**src/rtl/key_debounce.sv**
```systemverilog
// rtl/key_debounce.sv - per-key synchroniser, tick-based debouncer and auto-repeat strobe generator

module key_debounce #(
    parameter int N_KEYS     = 7,
    parameter int TICK_DIV   = 50000,
    parameter int DEB_MS     = 20,
    parameter int HOLD_MS    = 500,
    parameter int RPT_MS     = 100,
    parameter bit ACTIVE_LOW = 1'b1
) (
    input  logic              CLOCK_50,
    input  logic              reset,
    input  logic [N_KEYS-1:0] keys,
    output logic [N_KEYS-1:0] key_level,
    output logic [N_KEYS-1:0] key_press,
    output logic [N_KEYS-1:0] key_release,
    output logic [N_KEYS-1:0] key_repeat
);

    localparam int              PW        = (TICK_DIV > 1) ? $clog2(TICK_DIV) : 1;
    localparam logic [PW-1:0]   PRESC_MAX = PW'(TICK_DIV - 1);
    localparam logic [7:0]      DEB_LIM   = 8'(DEB_MS);
    localparam logic [11:0]     HOLD_LIM  = 12'(HOLD_MS);
    localparam logic [11:0]     RPT_LIM   = 12'(RPT_MS);
    localparam logic [N_KEYS-1:0] IDLE_RAW = {N_KEYS{ACTIVE_LOW}};

    typedef enum logic {
        WAIT_FIRST = 1'b0,
        REPEATING  = 1'b1
    } rpt_state_t;

    logic [PW-1:0]             presc;
    logic                      tick;
    logic [N_KEYS-1:0]         sync1;
    logic [N_KEYS-1:0]         sync2;
    logic [N_KEYS-1:0]         raw_p;

    logic [N_KEYS-1:0][7:0]    deb_cnt;
    logic [N_KEYS-1:0][7:0]    deb_cnt_nx;
    logic [N_KEYS-1:0][11:0]   hold_cnt;
    logic [N_KEYS-1:0][11:0]   hold_cnt_nx;
    rpt_state_t                rpt_state    [N_KEYS];
    rpt_state_t                rpt_state_nx [N_KEYS];

    logic [N_KEYS-1:0]         level_nx;
    logic [N_KEYS-1:0]         press_nx;
    logic [N_KEYS-1:0]         release_nx;
    logic [N_KEYS-1:0]         repeat_nx;

    // Shared debounce/repeat timebase.
    assign tick = (presc == PRESC_MAX);

    always_ff @(posedge CLOCK_50 or posedge reset) begin
        if (reset) begin
            presc <= '0;
        end else if (tick) begin
            presc <= '0;
        end else begin
            presc <= presc + 1'b1;
        end
    end

    // Synchroniser idles at the released level so a key held through reset is re-debounced.
    always_ff @(posedge CLOCK_50 or posedge reset) begin
        if (reset) begin
            sync1 <= IDLE_RAW;
            sync2 <= IDLE_RAW;
        end else begin
            sync1 <= keys;
            sync2 <= sync1;
        end
    end

    assign raw_p = ACTIVE_LOW ? ~sync2 : sync2;

    always_comb begin
        level_nx   = key_level;
        press_nx   = '0;
        release_nx = '0;
        repeat_nx  = '0;
        for (int i = 0; i < N_KEYS; i++) begin
            deb_cnt_nx[i]   = deb_cnt[i];
            hold_cnt_nx[i]  = hold_cnt[i];
            rpt_state_nx[i] = rpt_state[i];

            if (raw_p[i] == key_level[i]) begin
                deb_cnt_nx[i] = '0;
            end else if (tick) begin
                if (deb_cnt[i] + 8'd1 == DEB_LIM) begin
                    deb_cnt_nx[i] = '0;
                    level_nx[i]   = ~key_level[i];
                    press_nx[i]   = ~key_level[i];
                    release_nx[i] = key_level[i];
                end else begin
                    deb_cnt_nx[i] = deb_cnt[i] + 8'd1;
                end
            end

            // A release on this edge wins over any repeat that would have fired.
            if (!key_level[i] || release_nx[i]) begin
                hold_cnt_nx[i]  = '0;
                rpt_state_nx[i] = WAIT_FIRST;
            end else if (tick) begin
                unique case (rpt_state[i])
                    WAIT_FIRST: begin
                        if (hold_cnt[i] + 12'd1 == HOLD_LIM) begin
                            repeat_nx[i]    = 1'b1;
                            hold_cnt_nx[i]  = '0;
                            rpt_state_nx[i] = REPEATING;
                        end else begin
                            hold_cnt_nx[i] = hold_cnt[i] + 12'd1;
                        end
                    end
                    REPEATING: begin
                        if (hold_cnt[i] + 12'd1 == RPT_LIM) begin
                            repeat_nx[i]   = 1'b1;
                            hold_cnt_nx[i] = '0;
                        end else begin
                            hold_cnt_nx[i] = hold_cnt[i] + 12'd1;
                        end
                    end
                    default: begin
                        hold_cnt_nx[i]  = '0;
                        rpt_state_nx[i] = WAIT_FIRST;
                    end
                endcase
            end
        end
    end

    always_ff @(posedge CLOCK_50 or posedge reset) begin
        if (reset) begin
            key_level   <= '0;
            key_press   <= '0;
            key_release <= '0;
            key_repeat  <= '0;
            deb_cnt     <= '0;
            hold_cnt    <= '0;
            for (int i = 0; i < N_KEYS; i++) begin
                rpt_state[i] <= WAIT_FIRST;
            end
        end else begin
            key_level   <= level_nx;
            key_press   <= press_nx;
            key_release <= release_nx;
            key_repeat  <= repeat_nx;
            deb_cnt     <= deb_cnt_nx;
            hold_cnt    <= hold_cnt_nx;
            for (int i = 0; i < N_KEYS; i++) begin
                rpt_state[i] <= rpt_state_nx[i];
            end
        end
    end

endmodule
```
**config.mk**
```make
export PLATFORM = sky130hd
export DESIGN_NAME = key_debounce
export DESIGN_NICKNAME = d
export VERILOG_FILES = /design/src/rtl/key_debounce.sv
export SDC_FILE = /design/constraint.sdc
export NUM_CORES = 1
export LEC_CHECK = 0
export CAP_MARGIN = 40
export CORE_MARGIN = 1
export CORE_UTILIZATION = 30
export CTS_CLUSTER_DIAMETER = 50
export DETAILED_ROUTE_END_ITERATION = 8
export HOLD_SLACK_MARGIN = 0.06
export MAX_ROUTING_LAYER = met4
export PLACE_DENSITY_LB_ADDON = 0.05
export SETUP_SLACK_MARGIN = 0.2
export SLEW_MARGIN = 20
export SYNTH_ARGS = -nofsm -noshare
export SYNTH_HDL_FRONTEND = slang
export SYNTH_SLANG_ARGS = --single-unit
```
**constraint.sdc**
```tcl
create_clock -name CLOCK_50 -period 7.7 [get_ports CLOCK_50]
set_input_delay 1.54 -clock CLOCK_50 [delete_from_list [all_inputs] [get_ports CLOCK_50]]
set_output_delay 1.54 -clock CLOCK_50 [all_outputs]
set_load 0.05 [all_outputs]
```
==> results.md <==
Status:
- The flow ran to the end, and the final reports show no timing, DRC or antenna violations.

Synthesis:
- The share of synthesized registers carrying an async set or reset is 100%.
- The leading area contributor after synthesis is sky130_fd_sc_hd__dfrtp_1.
- The commonest cells after synthesis are 191 x sky130_fd_sc_hd__dfrtp_1, 170 x sky130_fd_sc_hd__nand2_1, 127 x sky130_fd_sc_hd__nor2_1, 81 x sky130_fd_sc_hd__o21ai_0, 74 x sky130_fd_sc_hd__nand3_1.
- The register area share after synthesis is 44.5%.
- After Yosys synthesis, full adders, half adders and majority gates account for 3.03% of the synthesized area.
- The synthesized netlist devotes 26.2% of its cell area to simple gates.
- Measured against the total synthesized area, the mux share comes to 0.724%.
- In the post-synthesis netlist, the cell with the most instances is sky130_fd_sc_hd__dfrtp_1.
- The number of enable-type register cells in the synthesized netlist is 0.
- Yosys printed 0 warnings.
- Synthesis inferred 205 register bits.
- The post-synthesis cell area is 11600 sq um.
- When the netlist entered floorplanning its net count stood at 1346.
- For this run, the leading register cell type out of synthesis is sky130_fd_sc_hd__dfrtp_1.
- After Yosys synthesis, XOR and XNOR cells account for 7.03% of the synthesized area.
- The post-synthesis compound-gate area fraction is 15.5%.
- In the synthesized netlist, the number of instances is 1309.
- Yosys mapped the design onto 74 distinct sky130hd cell types.
- The share of the synthesized area in the top cell type is 41.3%.
- By area, the combinational part of the netlist is dominated by simple AND/OR/NAND/NOR gates.
- Dividing the synthesized area by the synthesized cell count gives 8.85 sq um.
- By area the synthesized netlist is led by sky130_fd_sc_hd__dfrtp_1 41%, sky130_fd_sc_hd__nand2_1 5.5%, sky130_fd_sc_hd__nor2_1 4.1%, sky130_fd_sc_hd__xor2_1 3.8%, sky130_fd_sc_hd__o21ai_0 3.5%.

Setup path:
- The worst stage delay on the critical path is 0.88 ns.
- The worst path arrival time is 1.96 ns.
- Along the worst path, the maximum fanout reaches 11.
- The classification of the worst setup path is flop to output pin.
- The cell family contributing the most delay on the critical path is buffers and inverters.
- The critical path buffer and inverter count is 1.
- The signal on the critical path passes through clkdlybuf4s50_1.
- STA classifies the critical path endpoint as an output pin.
- On the critical path, the stage with the largest delay is an instance of sky130_fd_sc_hd__clkdlybuf4s50_1.
- The category of the worst setup path launch point is a flop.
- The required time at the endpoint of the critical path is 6.16 ns.

Drt:
- The first TritonRoute pass finished after 4 iterations.
- The count of nets left with antenna violations after detail routing is 0.
- The post-detailed-route wirelength per cell is 14.9 um.
- For this block, the routed nets add up to 28000 um of wire.
- The routed layout has 9466 vias.
- After detailed routing, the number of remaining DRC violations is 0.
- The per-cell via count in the routed design is 5.04.
- The DRC violation total after the first TritonRoute iteration is 482.

Final layout:
- From synthesis to final layout, the design area changed by 18.9%.
- The share of layout cells above drive strength 1 is 8.04%.
- The fill cell total of the finished layout is 3901.
- The number of antenna diodes in the final layout is 0.
- The net count reported at finish is 1380.
- Cells fill 36.4% of the core in the end.

Timing:
- The clock arrives with 0.0145 ns of skew.
- Setup repair after global routing left no endpoint under its margin.
- The worst max-slew margin expressed relative to the limit is 45.1%.
- Dividing the final minimum period by the clock period gives 45.5%.
- At the pin with the least slew margin, the transition time is 0.816 ns.
- The smallest clock period supported by the final layout is computed as 3.50 ns.
- Timing would allow up to 286 MHz.
- The count of pins over their slew limit is 0.
- The count of final hold-check violations is 0.
- After layout, the worst setup slack is 4.20 ns.
- Hold is met by 0.347 ns.
- Setup total negative slack on the finished layout was measured at 0 ns.
- Setup violations remaining at the end of the flow were counted as 0.

Clocking:
- The CTS tree is yes.
- The buffer type at the clock tree root is sky130_fd_sc_hd__clkbuf_16.
- The number of setup buffers added after CTS is 0.
- CTS saw 205 sinks.
- The clock tree buffer depth is 3.
- The total of hold buffers inserted after clock tree synthesis is 0.
- The number of buffers created by CTS is 37.
- The post-cts sizing count is 0.
- The insertion delay of the later-clocked pin in the worst-skew pair is 0.52 ns.
- Clock-pin slew was measured on the worst setup and hold paths at 0.05 ns.
- CTS built an H-tree with a depth of 2.

Die:
- The floorplan step defined a die boundary enclosing 39400 sq um.
- The area of the placeable core is 37800 sq um.
- The starting density of the core is 30.6%.
- The die is 198 um tall.
- The width of the chip is 198 um.
- Pin placement for this block handled 37 I/O pins.
- The number of rows in the core area is 71.

Place:
- The setup slack after placement is 4.27 ns.
- The half-perimeter wire length of the detailed placement result is 18200 um.
- The count of port buffers added during placement is 36.
- The congestion estimate from routability-driven global placement came to 0.774.

Pwr:
- The worst-case IR drop observed on VDD is 0.000139 V.
- The design draws 0.00279 W.
- The total power per unit cell area is 202 nW/um^2.
- The leakage dissipation is 5.62 nW.

GRT:
- Entering global routing, the biggest net connects 86 pins.
- The number of antenna violations at the first check in global routing was 0.
- Summed over all layers, the global routing overflow is 0.
- The number of global-route vias before repair is 9291.
- The total routing usage reported by global routing is 15.5%.
- The first-pass GRT wire length is 48500 um.

Worst hold path:
- The tightest min-delay check is of the flop to flop type.

Job:
- Max-cap violations in this run came to 0.
-- per-stage QoR --
step / instance area [sq um] / cells
2_1_floorplan: 11600 / 1309
3_3_place_gp: 12400 / 1808
3_5_place_dp: 12500 / 1814
4_1_cts: 13700 / 1878
5_1_grt: 13800 / 1879
6_report: 13800 / 1879
-- metal layers --
metal	part of all wire (%)	vias to the layer above	global-route usage (%)
met1	50	4525	20.8
li1	-	4774	-
met5	0	-	-
met4	2.4	0	5.61
met2	44	118	23.4
met3	3.5	49	2.71
-- cells by family after synthesis --
group | after synthesis
XOR/XNOR | 93
AND/OR/NAND/NOR | 610
buffers and inverters | 90
multiplexers | 8
flip-flops | 205
AO/OA/AOI/OAI | 275
adder cells (fa/ha/maj) | 28
-- cell usage in the layout, fill, tap and decap left out, types with 6 or more instances in the layout --
cell type,n
sky130_fd_sc_hd__or2_2,6
sky130_fd_sc_hd__nand2_1,170
sky130_fd_sc_hd__nor3_1,50
sky130_fd_sc_hd__and4_1,12
sky130_fd_sc_hd__nand3_1,74
sky130_fd_sc_hd__nand3b_1,10
sky130_fd_sc_hd__nor4_1,14
sky130_fd_sc_hd__nor2b_1,10
sky130_fd_sc_hd__nor2_1,127
sky130_fd_sc_hd__a21oi_1,59
sky130_fd_sc_hd__a31oi_1,7
sky130_fd_sc_hd__clkinvlp_4,6
sky130_fd_sc_hd__a311oi_1,6
sky130_fd_sc_hd__dfstp_2,14
sky130_fd_sc_hd__nand4_1,31
sky130_fd_sc_hd__a22o_1,9
sky130_fd_sc_hd__o31ai_1,14
sky130_fd_sc_hd__and3_1,18
sky130_fd_sc_hd__inv_1,34
sky130_fd_sc_hd__ha_1,28
sky130_fd_sc_hd__a21o_1,18
sky130_fd_sc_hd__o211ai_1,9
sky130_fd_sc_hd__buf_4,10
sky130_fd_sc_hd__xor2_1,50
sky130_fd_sc_hd__or4_1,9
sky130_fd_sc_hd__and2_1,16
sky130_fd_sc_hd__dfrtp_1,191
sky130_fd_sc_hd__xnor2_1,43
sky130_fd_sc_hd__clkbuf_16,37
sky130_fd_sc_hd__a211oi_1,6
sky130_fd_sc_hd__clkdlybuf4s50_1,36
sky130_fd_sc_hd__nand2b_1,20
sky130_fd_sc_hd__o21ai_0,81
sky130_fd_sc_hd__or3_1,21
sky130_fd_sc_hd__o22ai_1,11
-- worst paths after layout --
| check | start | end | slack [ns] | cells after the start |
|---|---|---|---|---|
| worst max-delay path | key_level[4] | key_level[4] | 4.20 | 1 |
| worst min-delay path | sync1[2] | sync2[2] | 0.35 | 0 |
| worst max register to register | presc[4] | hold_cnt[67] | 4.35 | 9 |
| worst min register to register | sync1[2] | sync2[2] | 0.35 | 0 |
| max in group asynchronous | reset | sync2[5] | 5.08 | 4 |
| min in group asynchronous | reset | key_repeat[6] | 1.54 | 2 |
-- flip-flops by register name (all words and copies together), names as in the netlist --
name and flops:
key_level 7, key_release 7, deb_cnt 56, sync2 7, presc 16, sync1 7
key_repeat 7, hold_cnt 84, key_press 7, rpt_state 7
-- area by class of cell --
class | count | area (sq um) | area share [%]
inverter | 35 | 139 | 1.01
clock buffer | 46 | 1000 | 7.26
multi-input combinational | 1014 | 6090 | 44.3
sequential | 205 | 5150 | 37.4
tap | 511 | 639 | 4.64
clock inverter | 18 | 249 | 1.81
timing repair buffer | 50 | 500 | 3.63
-- where the power goes --
| group | internal (W) | total, W | switching [W] |
|---|---|---|---|
| sequential | 0.00109 | 0.00109 | 0.00000339 |
| combinational | 0.00000843 | 0.0000372 | 0.0000287 |
| clock | 0.00109 | 0.00166 | 0.000572 |
| total | 0.00218 | 0.00279 | 0.000604 |
Note: power is estimated with default switching activity, not from simulation.
